--- config.mk ---
export PLATFORM = sky130hd
export DESIGN_NAME = lsu_mem_arbiter
export DESIGN_NICKNAME = d
export VERILOG_FILES = /design/src/rtl/lsu_mem_arbiter.sv
export SDC_FILE = /design/constraint.sdc
export NUM_CORES = 1
export LEC_CHECK = 0
export ABC_AREA = 1
export CAP_MARGIN = 10
export CORE_MARGIN = 4
export CORE_UTILIZATION = 45
export CTS_BUF_LIST = sky130_fd_sc_hd__clkbuf_16
export DETAILED_ROUTE_END_ITERATION = 12
export PLACE_DENSITY = 0.95
export SETUP_SLACK_MARGIN = 0.3
export SLEW_MARGIN = 20
export SYNTH_ARGS = -nofsm -noshare
export SYNTH_HDL_FRONTEND = slang
export SYNTH_SLANG_ARGS = --single-unit
--- constraint.sdc ---
create_clock -name clock_i -period 3.7 [get_ports clock_i]
set_clock_uncertainty 0.15 [all_clocks]
set_input_delay 0.74 -clock clock_i [delete_from_list [all_inputs] [get_ports clock_i]]
set_output_delay 0.74 -clock clock_i [all_outputs]
set_load 0.01 [all_outputs]
--- src/rtl/lsu_mem_arbiter.sv ---
// lsu_mem_arbiter: shares the single data-memory port between the two LSU
// lanes of a dual-issue bundle. Lane 0 is always served before lane 1, so
// same-address store->load pairs within a bundle are coherent. The backend
// is stalled until every valid lane of the bundle has completed.
//
// Ports:
//   clock_i, reset_n_i          clock, asynchronous active-low reset
//   backend_we_i                pipeline advance; starts a new bundle
//   ldN_i/stN_i/addrN_i/...     per-lane access (N = 0, 1)
//   mem_stall_o                 stall request, combinational from flags/lanes
//   rdataN_o                    aligned, extended load data per lane
//   misalign_o                  one-cycle pulse per misaligned/illegal lane
//   dmem_*                      request/grant/response memory port
module lsu_mem_arbiter #(
    parameter int ADDR_W = 32
) (
    input  logic              clock_i,
    input  logic              reset_n_i,
    input  logic              backend_we_i,
    input  logic              ld0_i,
    input  logic              st0_i,
    input  logic [ADDR_W-1:0] addr0_i,
    input  logic [31:0]       wdata0_i,
    input  logic [1:0]        size0_i,
    input  logic              unsigned0_i,
    input  logic              ld1_i,
    input  logic              st1_i,
    input  logic [ADDR_W-1:0] addr1_i,
    input  logic [31:0]       wdata1_i,
    input  logic [1:0]        size1_i,
    input  logic              unsigned1_i,
    output logic              mem_stall_o,
    output logic [31:0]       rdata0_o,
    output logic [31:0]       rdata1_o,
    output logic [1:0]        misalign_o,
    output logic              dmem_req_o,
    output logic              dmem_we_o,
    output logic [ADDR_W-1:0] dmem_addr_o,
    output logic [3:0]        dmem_be_o,
    output logic [31:0]       dmem_wdata_o,
    input  logic              dmem_gnt_i,
    input  logic              dmem_rvalid_i,
    input  logic [31:0]       dmem_rdata_i
);

    typedef enum logic [2:0] {IDLE = 3'd0, REQ0, WAIT0, REQ1, WAIT1} state_t;

    state_t      state;
    logic [1:0]  done;
    logic [1:0]  lsize;   // size/offset/sign of the in-flight load, for alignment
    logic [1:0]  loff;
    logic        luns;

    function automatic logic is_bad(logic ld, logic st, logic [1:0] size, logic [1:0] off);
        return (ld & st) | (size == 2'b11) | ((size == 2'b01) & off[0]) |
               ((size == 2'b10) & (off != 2'b00));
    endfunction

    function automatic logic [3:0] be_of(logic [1:0] size, logic [1:0] off);
        case (size)
            2'b00:   return 4'b0001 << off;
            2'b01:   return 4'b0011 << off;
            default: return 4'b1111;
        endcase
    endfunction

    function automatic logic [31:0] wdata_of(logic [1:0] size, logic [31:0] d);
        case (size)
            2'b00:   return {4{d[7:0]}};
            2'b01:   return {2{d[15:0]}};
            default: return d;
        endcase
    endfunction

    function automatic logic [31:0] align(logic [31:0] d, logic [1:0] off,
                                          logic [1:0] size, logic uns);
        logic [31:0] sh;
        sh = d >> {off, 3'b000};
        case (size)
            2'b00:   return uns ? {24'b0, sh[7:0]}  : {{24{sh[7]}}, sh[7:0]};
            2'b01:   return uns ? {16'b0, sh[15:0]} : {{16{sh[15]}}, sh[15:0]};
            default: return sh;
        endcase
    endfunction

    logic              v0, v1;
    logic              sel1;      // lane chosen from IDLE: lane 0 unless it is done/idle
    logic              s_ld, s_st, s_uns, s_bad;
    logic [ADDR_W-1:0] s_addr;
    logic [31:0]       s_wdata;
    logic [1:0]        s_size;
    logic              cur1;      // lane owning the current REQ/WAIT state

    assign v0          = ld0_i | st0_i;
    assign v1          = ld1_i | st1_i;
    assign mem_stall_o = (v0 & ~done[0]) | (v1 & ~done[1]);
    assign sel1        = ~(v0 & ~done[0]);
    assign s_ld        = sel1 ? ld1_i       : ld0_i;
    assign s_st        = sel1 ? st1_i       : st0_i;
    assign s_uns       = sel1 ? unsigned1_i : unsigned0_i;
    assign s_addr      = sel1 ? addr1_i     : addr0_i;
    assign s_wdata     = sel1 ? wdata1_i    : wdata0_i;
    assign s_size      = sel1 ? size1_i     : size0_i;
    assign s_bad       = is_bad(s_ld, s_st, s_size, s_addr[1:0]);
    assign cur1        = (state == REQ1) || (state == WAIT1);

    always_ff @(posedge clock_i or negedge reset_n_i) begin
        if (!reset_n_i) begin
            state        <= IDLE;
            done         <= 2'b00;
            lsize        <= 2'b00;
            loff         <= 2'b00;
            luns         <= 1'b0;
            rdata0_o     <= 32'b0;
            rdata1_o     <= 32'b0;
            misalign_o   <= 2'b00;
            dmem_req_o   <= 1'b0;
            dmem_we_o    <= 1'b0;
            dmem_addr_o  <= '0;
            dmem_be_o    <= 4'b0;
            dmem_wdata_o <= 32'b0;
        end else begin
            misalign_o <= 2'b00;
            case (state)
                IDLE: begin
                    // the stall term is exactly "some valid lane not yet done"
                    if (mem_stall_o) begin
                        if (s_bad) begin
                            done[sel1]       <= 1'b1;
                            misalign_o[sel1] <= 1'b1;
                        end else begin
                            state        <= sel1 ? REQ1 : REQ0;
                            dmem_req_o   <= 1'b1;
                            dmem_we_o    <= s_st;
                            dmem_addr_o  <= {s_addr[ADDR_W-1:2], 2'b00};
                            dmem_be_o    <= be_of(s_size, s_addr[1:0]);
                            dmem_wdata_o <= wdata_of(s_size, s_wdata);
                            lsize        <= s_size;
                            loff         <= s_addr[1:0];
                            luns         <= s_uns;
                        end
                    end
                end
                REQ0, REQ1: begin
                    if (dmem_gnt_i) begin
                        dmem_req_o <= 1'b0;
                        dmem_we_o  <= 1'b0;
                        if (dmem_we_o) begin
                            done[cur1] <= 1'b1;
                            state      <= IDLE;
                        end else begin
                            state <= cur1 ? WAIT1 : WAIT0;
                        end
                    end
                end
                WAIT0, WAIT1: begin
                    if (dmem_rvalid_i) begin
                        if (cur1) rdata1_o <= align(dmem_rdata_i, loff, lsize, luns);
                        else      rdata0_o <= align(dmem_rdata_i, loff, lsize, luns);
                        done[cur1] <= 1'b1;
                        state      <= IDLE;
                    end
                end
                default: state <= IDLE;
            endcase
            // a new bundle starts with both lanes outstanding
            if (backend_we_i) begin
                done       <= 2'b00;
                misalign_o <= 2'b00;
            end
        end
    end

endmodule

# Yosys cells after proc, flatten, opt, wreduce, memory -nomap -nowiden
# Cells that the tools add are included.
# word_totals
elab_cells	113
reg_bits	144
output_inout_bits	137
inputBits	175
# op_classes
n_shift	3
mux	41
n_reduce_logical	17
eq_ne	17
magnitude_cmp	4
bitwise	18
# ops
operator	count
2-to-1 mux 32 bit	4
one-hot mux 32 bit (2 select lines)	2
right shift 32 x 5 -> 32 bit	1
2-to-1 mux 2 bit	12
2-to-1 mux 3 bit	6
!= test 3 bit, second input constant	5
2-to-1 mux 1 bit	10
one-hot mux 3 bit (3 select lines)	1
AND reduction 3 bit	3
!= test 2 bit, second input constant	4
one-hot mux 4 bit (2 select lines)	1
AND reduction 4 bit	2
equality test 3 x 2 -> 1 bit, second input constant	2
OR 1 bit	6
one-hot mux 2 bit (3 select lines)	1
AND reduction 6 bit	1
AND 1 bit	5
inverter 1 bit	5
equality test 2 x 1 -> 1 bit, second input constant	2
equality test 2 bit, second input constant	2
logical NOT 2 bit	2
less-than comparator 1 x 2 -> 1 bit, second input constant	2
OR 2 bit	2
one-hot mux 1 bit (2 select lines)	2
other kinds (12)	17

# Logic depth before layout (Yosys ltp)
# logic_depth
word_depth	12
mapped_depth	13
depth_no_buf	12

# Worst setup path before layout
# Ideal clock, no wire load.
# synth_timing
path_kind	input to register
start	input port ld0_i
end	register loff[0]
setup_time_ns	0.130
setup_slack_ns	1.363
n_path_buf	3
path_stages	11
required_ns	3.420
arrival_time_ns	2.057
path_cell_list	o21ai_2 > buf_6 > nand2_1 > nand2_2 > nand3_2 > a21oi_2 > nand3_4 > buf_6 > buf_6 > nand2_1 > o21ai_1
# synth_via
elab_chain_cells	9
word_cells_on_any_way	19
cone_classes	eq/ne: 3; mux: 4; bitwise: 10; reduce/logical: 2
# synth_rtl
item	line	text
from (decl)	20	input logic ld0_i,
OR 1 bit	94	assign v0 = ld0_i | st0_i;
AND 1 bit	96, 97	
2-to-1 mux 2 bit, or another cell as far along	103	assign s_size = sel1 ? size1_i : size0_i;
equality test 2 bit, or another cell as far along	55	return (ld & st) | (size == 2'b11) | ((size == 2'b01) & off[0]) |
OR 1 bit or AND 1 bit (tied branches)	55	
OR 1 bit (2 in series)	55	
inverter 1 bit (no source line)	n/a	
AND reduction 3 bit (no source line)	n/a	
to (signal assigned)	139	loff <= s_addr[1:0];
to (decl)	51	logic [1:0] loff;
# Several ways; a longest one is shown, not always the timed one.
# A chain may end at the register's enable or synchronous reset.

# Worst setup path after layout
# layout_timing
start	input port ld0_i
end	output port mem_stall_o
# layout_via
elab_chain_cells	3
# layout_rtl
item	line	text
OR 1 bit	94	
AND 1 bit	96	assign mem_stall_o = (v0 & ~done[0]) | (v1 & ~done[1]);
OR 1 bit	96	
to (decl)	32	output logic mem_stall_o,
# Every way passes these cells.

==> results.yml <==
clock_tree:
  postCtsSetupBuffers: 0
  hold_buffers: 0
  clock_path_buffers: 2
  cts.sinks: 144
  root_buffer: "clkbuf_16"
  path_clk_slew_ns: 0.06
  cts_made_buffers: 17
  clk_latency_ns: 0.42
  cts_tree: "done"
  ctsHtreeMaxLevel: 4
  cts.repair.resized: 0
floorplan:
  placementRows: 46
  die_w_um: 136
  coreArea_um2: 15900
  die_area_um2: 18400
  pin_count: 312
  start_util_pct: 46.1
  die_h_um: 136
final_layout:
  multi_input_area_um2: 3320
  drive_above_1_share_pct: 4.49
  final_nets: 1431
  fillers: 1266
  stdcell_area_um2: 11100
  area_delta_synth_final_pct: 50.8
  final_util_pct: 69.6
  layout.cells.non_filler: 1486
  register_area_um2: 3600
power_and_ir_drop:
  swShare_pct: 41.7
  seqPwrFrac_pct: 30.3
  peakVddDrop_v: 0.000388
  switchingPower_mw: 3.79
  p_comb_share_pct: 52.0
  p_per_area_nw_per_um2: 821
  clock_power_share_pct: 17.7
  cell_internal_pwr_mw: 5.31
  leakage_nw: 5.35
setup_path:
  reg2reg_to: "rdata1_o[17]"
  crit_arrival_ns: 2.27
  worstReg2RegStart: "loff[0]"
  critPathCaptureType: "primary output"
  ff2ff_setup_slack_ns: 1.09
  crit_fanout: 16
  reg2regPathDepth: 9
  critPathLaunch: "ld0_i"
  setup.worst_path.end: "mem_stall_o"
  startpoint_type: "input port"
  critPathKind: "input port to primary output"
  cp.required_ns: 2.81
grt:
  grt_max_degree: 81
  grtUsageTotal_pct: 27.9
  overflow: 0
  antenna_found_initial: 3
  grt_first_pass_wirelength_um: 40300
  grt_pass1_vias: 7786
logic_synthesis:
  avgSynthCellArea_um2: 7.54
  synthFlopType: "dfrtp_1"
  synth_area_um2: 7350
  yosysSeqAreaShare_pct: 49.0
  yosysMostFrequentCell: "nand2_1"
  netlist.area_leader.share_pct: 49.0
  synth_top_cells_by_area: "dfrtp_1 (49%), nand2_1 (23%), o21ai_1 (4.8%)"
  ys_seq_elements: 144
  synth.top_cells.by_count: "nand2_1 (458), dfrtp_1 (144), o21ai_1 (70)"
  yosysWarnings: 0
  netlist-cell-type-count: 32
  yosysTopAreaCell: "dfrtp_1"
  synth_cells: 975
  synth-edff-count: 0
  synth-async-reset-ratio_pct: 100
sta:
  fin_ws_ns: 0.545
  tightest_slew_ns: 1.01
  setup_tns_ns: 0
  report.final.slew_viol_count: 0
  setup_violations: 0
  hold_viol_final: 0
  min_period_ns: 3.16
  fmax_ghz: 0.317
  rsz0062_at_grt: "no"
  fin_crit_sh_pct: 85.3
  slew_headroom_pct: 32.9
drt:
  vias: 7911
  wire_per_inst_um: 17.5
  drt_pre_antenna_iters: 5
  vias_per_cell: 5.32
  drtIter0Drc: 600
  drc_errors: 0
  routed_wl_um: 26000
  postRouteAntennaNets: 0
run:
  drv_cap: 0
worst_hold_path:
  hp-class: "input port to async pin"
run_status:
  status: "finished clean"
placement:
  pre_cts_ws_ns: 0.378
  placed_cells: 1453
  gp_congestion: 0.923
  port_buffers: 309
  placed_cell_area_um2: 10500
  hpwlAfterDp_um: 19500
## layer usage
metal | vias to the layer above | routed length, um | track usage [%]
li1 | 3708 | - | -
met1 | 3639 | 9360 | 32.5
met2 | 478 | 12800 | 48.0
met3 | 82 | 2700 | 7.77
met4 | 4 | 1090 | 12.5
met5 | - | 22 | 0
## cells by family after synthesis
kind of cell    count (synthesis)  synth area share [%]
mux                            31                  4.22
compound gates                161                  11.6
buf+inv                       100                  6.07
flops                         144                  49.0
other cells                     1                0.0510
simple gates                  538                  29.1
## cell type report
| type | instances | share of cell area, % |
|---|---|---|
| Antenna cell | 1 | 0.0226 |
| Clock buffer | 17 | 3.84 |
| Clock inverter | 15 | 1.11 |
| Inverter | 40 | 1.35 |
| Multi-Input combinational cell | 732 | 29.9 |
| Sequential cell | 144 | 32.5 |
| Tap cell | 216 | 2.44 |
| Timing Repair Buffer | 321 | 28.8 |
## critical path: stages
cell,delay [ns]
clkdlybuf4s50_1,0.47
o21ai_4,0.39
nand2_1,0.14
clkdlybuf4s50_1,0.52
## sequential cells by signal, summed over array words and instances, names as in the netlist
register and flops:
luns 1, dmem_req_o 1, rdata0_o 32, dmem_wdata_o 32
rdata1_o 32, dmem_be_o 4, misalign_o 2, lsize 2
loff 2, dmem_we_o 1, dmem_addr_o 30, state 3
done 2
## power groups by stage
stage | Sequential, mW | Combinational (mW) | Clock [mW]
finish | 2.76 | 4.73 | 1.61
global route | 2.84 | 5.18 | 1.70
CTS | 2.75 | 4.73 | 1.62
detailed placement | 2.75 | 4.71 | 0
global placement | 2.74 | 4.54 | 0
floorplan | 2.96 | 2.28 | 0
## stage by stage
| stage | hold WS [ns] | total power [mW] |
|---|---|---|
| 3_3_place_gp | 0.306 | 7.28 |
| 3_5_place_dp | 0.315 | 7.46 |
| 5_1_grt | 0.197 | 9.73 |
| 4_1_cts | 0.174 | 9.10 |
| 6_report | 0.160 | 9.10 |
| 2_1_floorplan | 0.294 | 5.24 |
## layout by cell type (no fill, tap or decap), drive strengths merged
master         synthesis  layout
o21a                   1       1
o31ai                  1       1
buf                   23      13
bufinv                 0       1
nor4                   1       1
inv                   40      44
nor2                  27      27
clkdlybuf4s50          0     308
clkinvlp               0       6
nor3                   2       2
a21oi                 29      29
nand3                 33      33
nand3b                 3       3
o21ai                109     109
o211ai                 4       4
a31oi                 16      16
clkbuf                37      17
clkinv                 0       4
nand2                459     459
and2                   1       1
diode                  0       1
dfrtp                144     144
mux2i                 31      31
o22ai                  1       1
nand4                 12      12
conb                   1       2
## worst min path at each step
stage	depth (start not counted)	slack [ns]	to
global placement	2	0.31	dmem_wdata_o[2]
CTS	1	0.17	rdata1_o[4]
floorplan	0	0.29	dmem_addr_o[10]
global route	1	0.20	rdata1_o[3]
finish	1	0.16	rdata1_o[3]
detailed placement	2	0.32	dmem_wdata_o[4]
No activity file was read; power rests on OpenSTA's default activity.
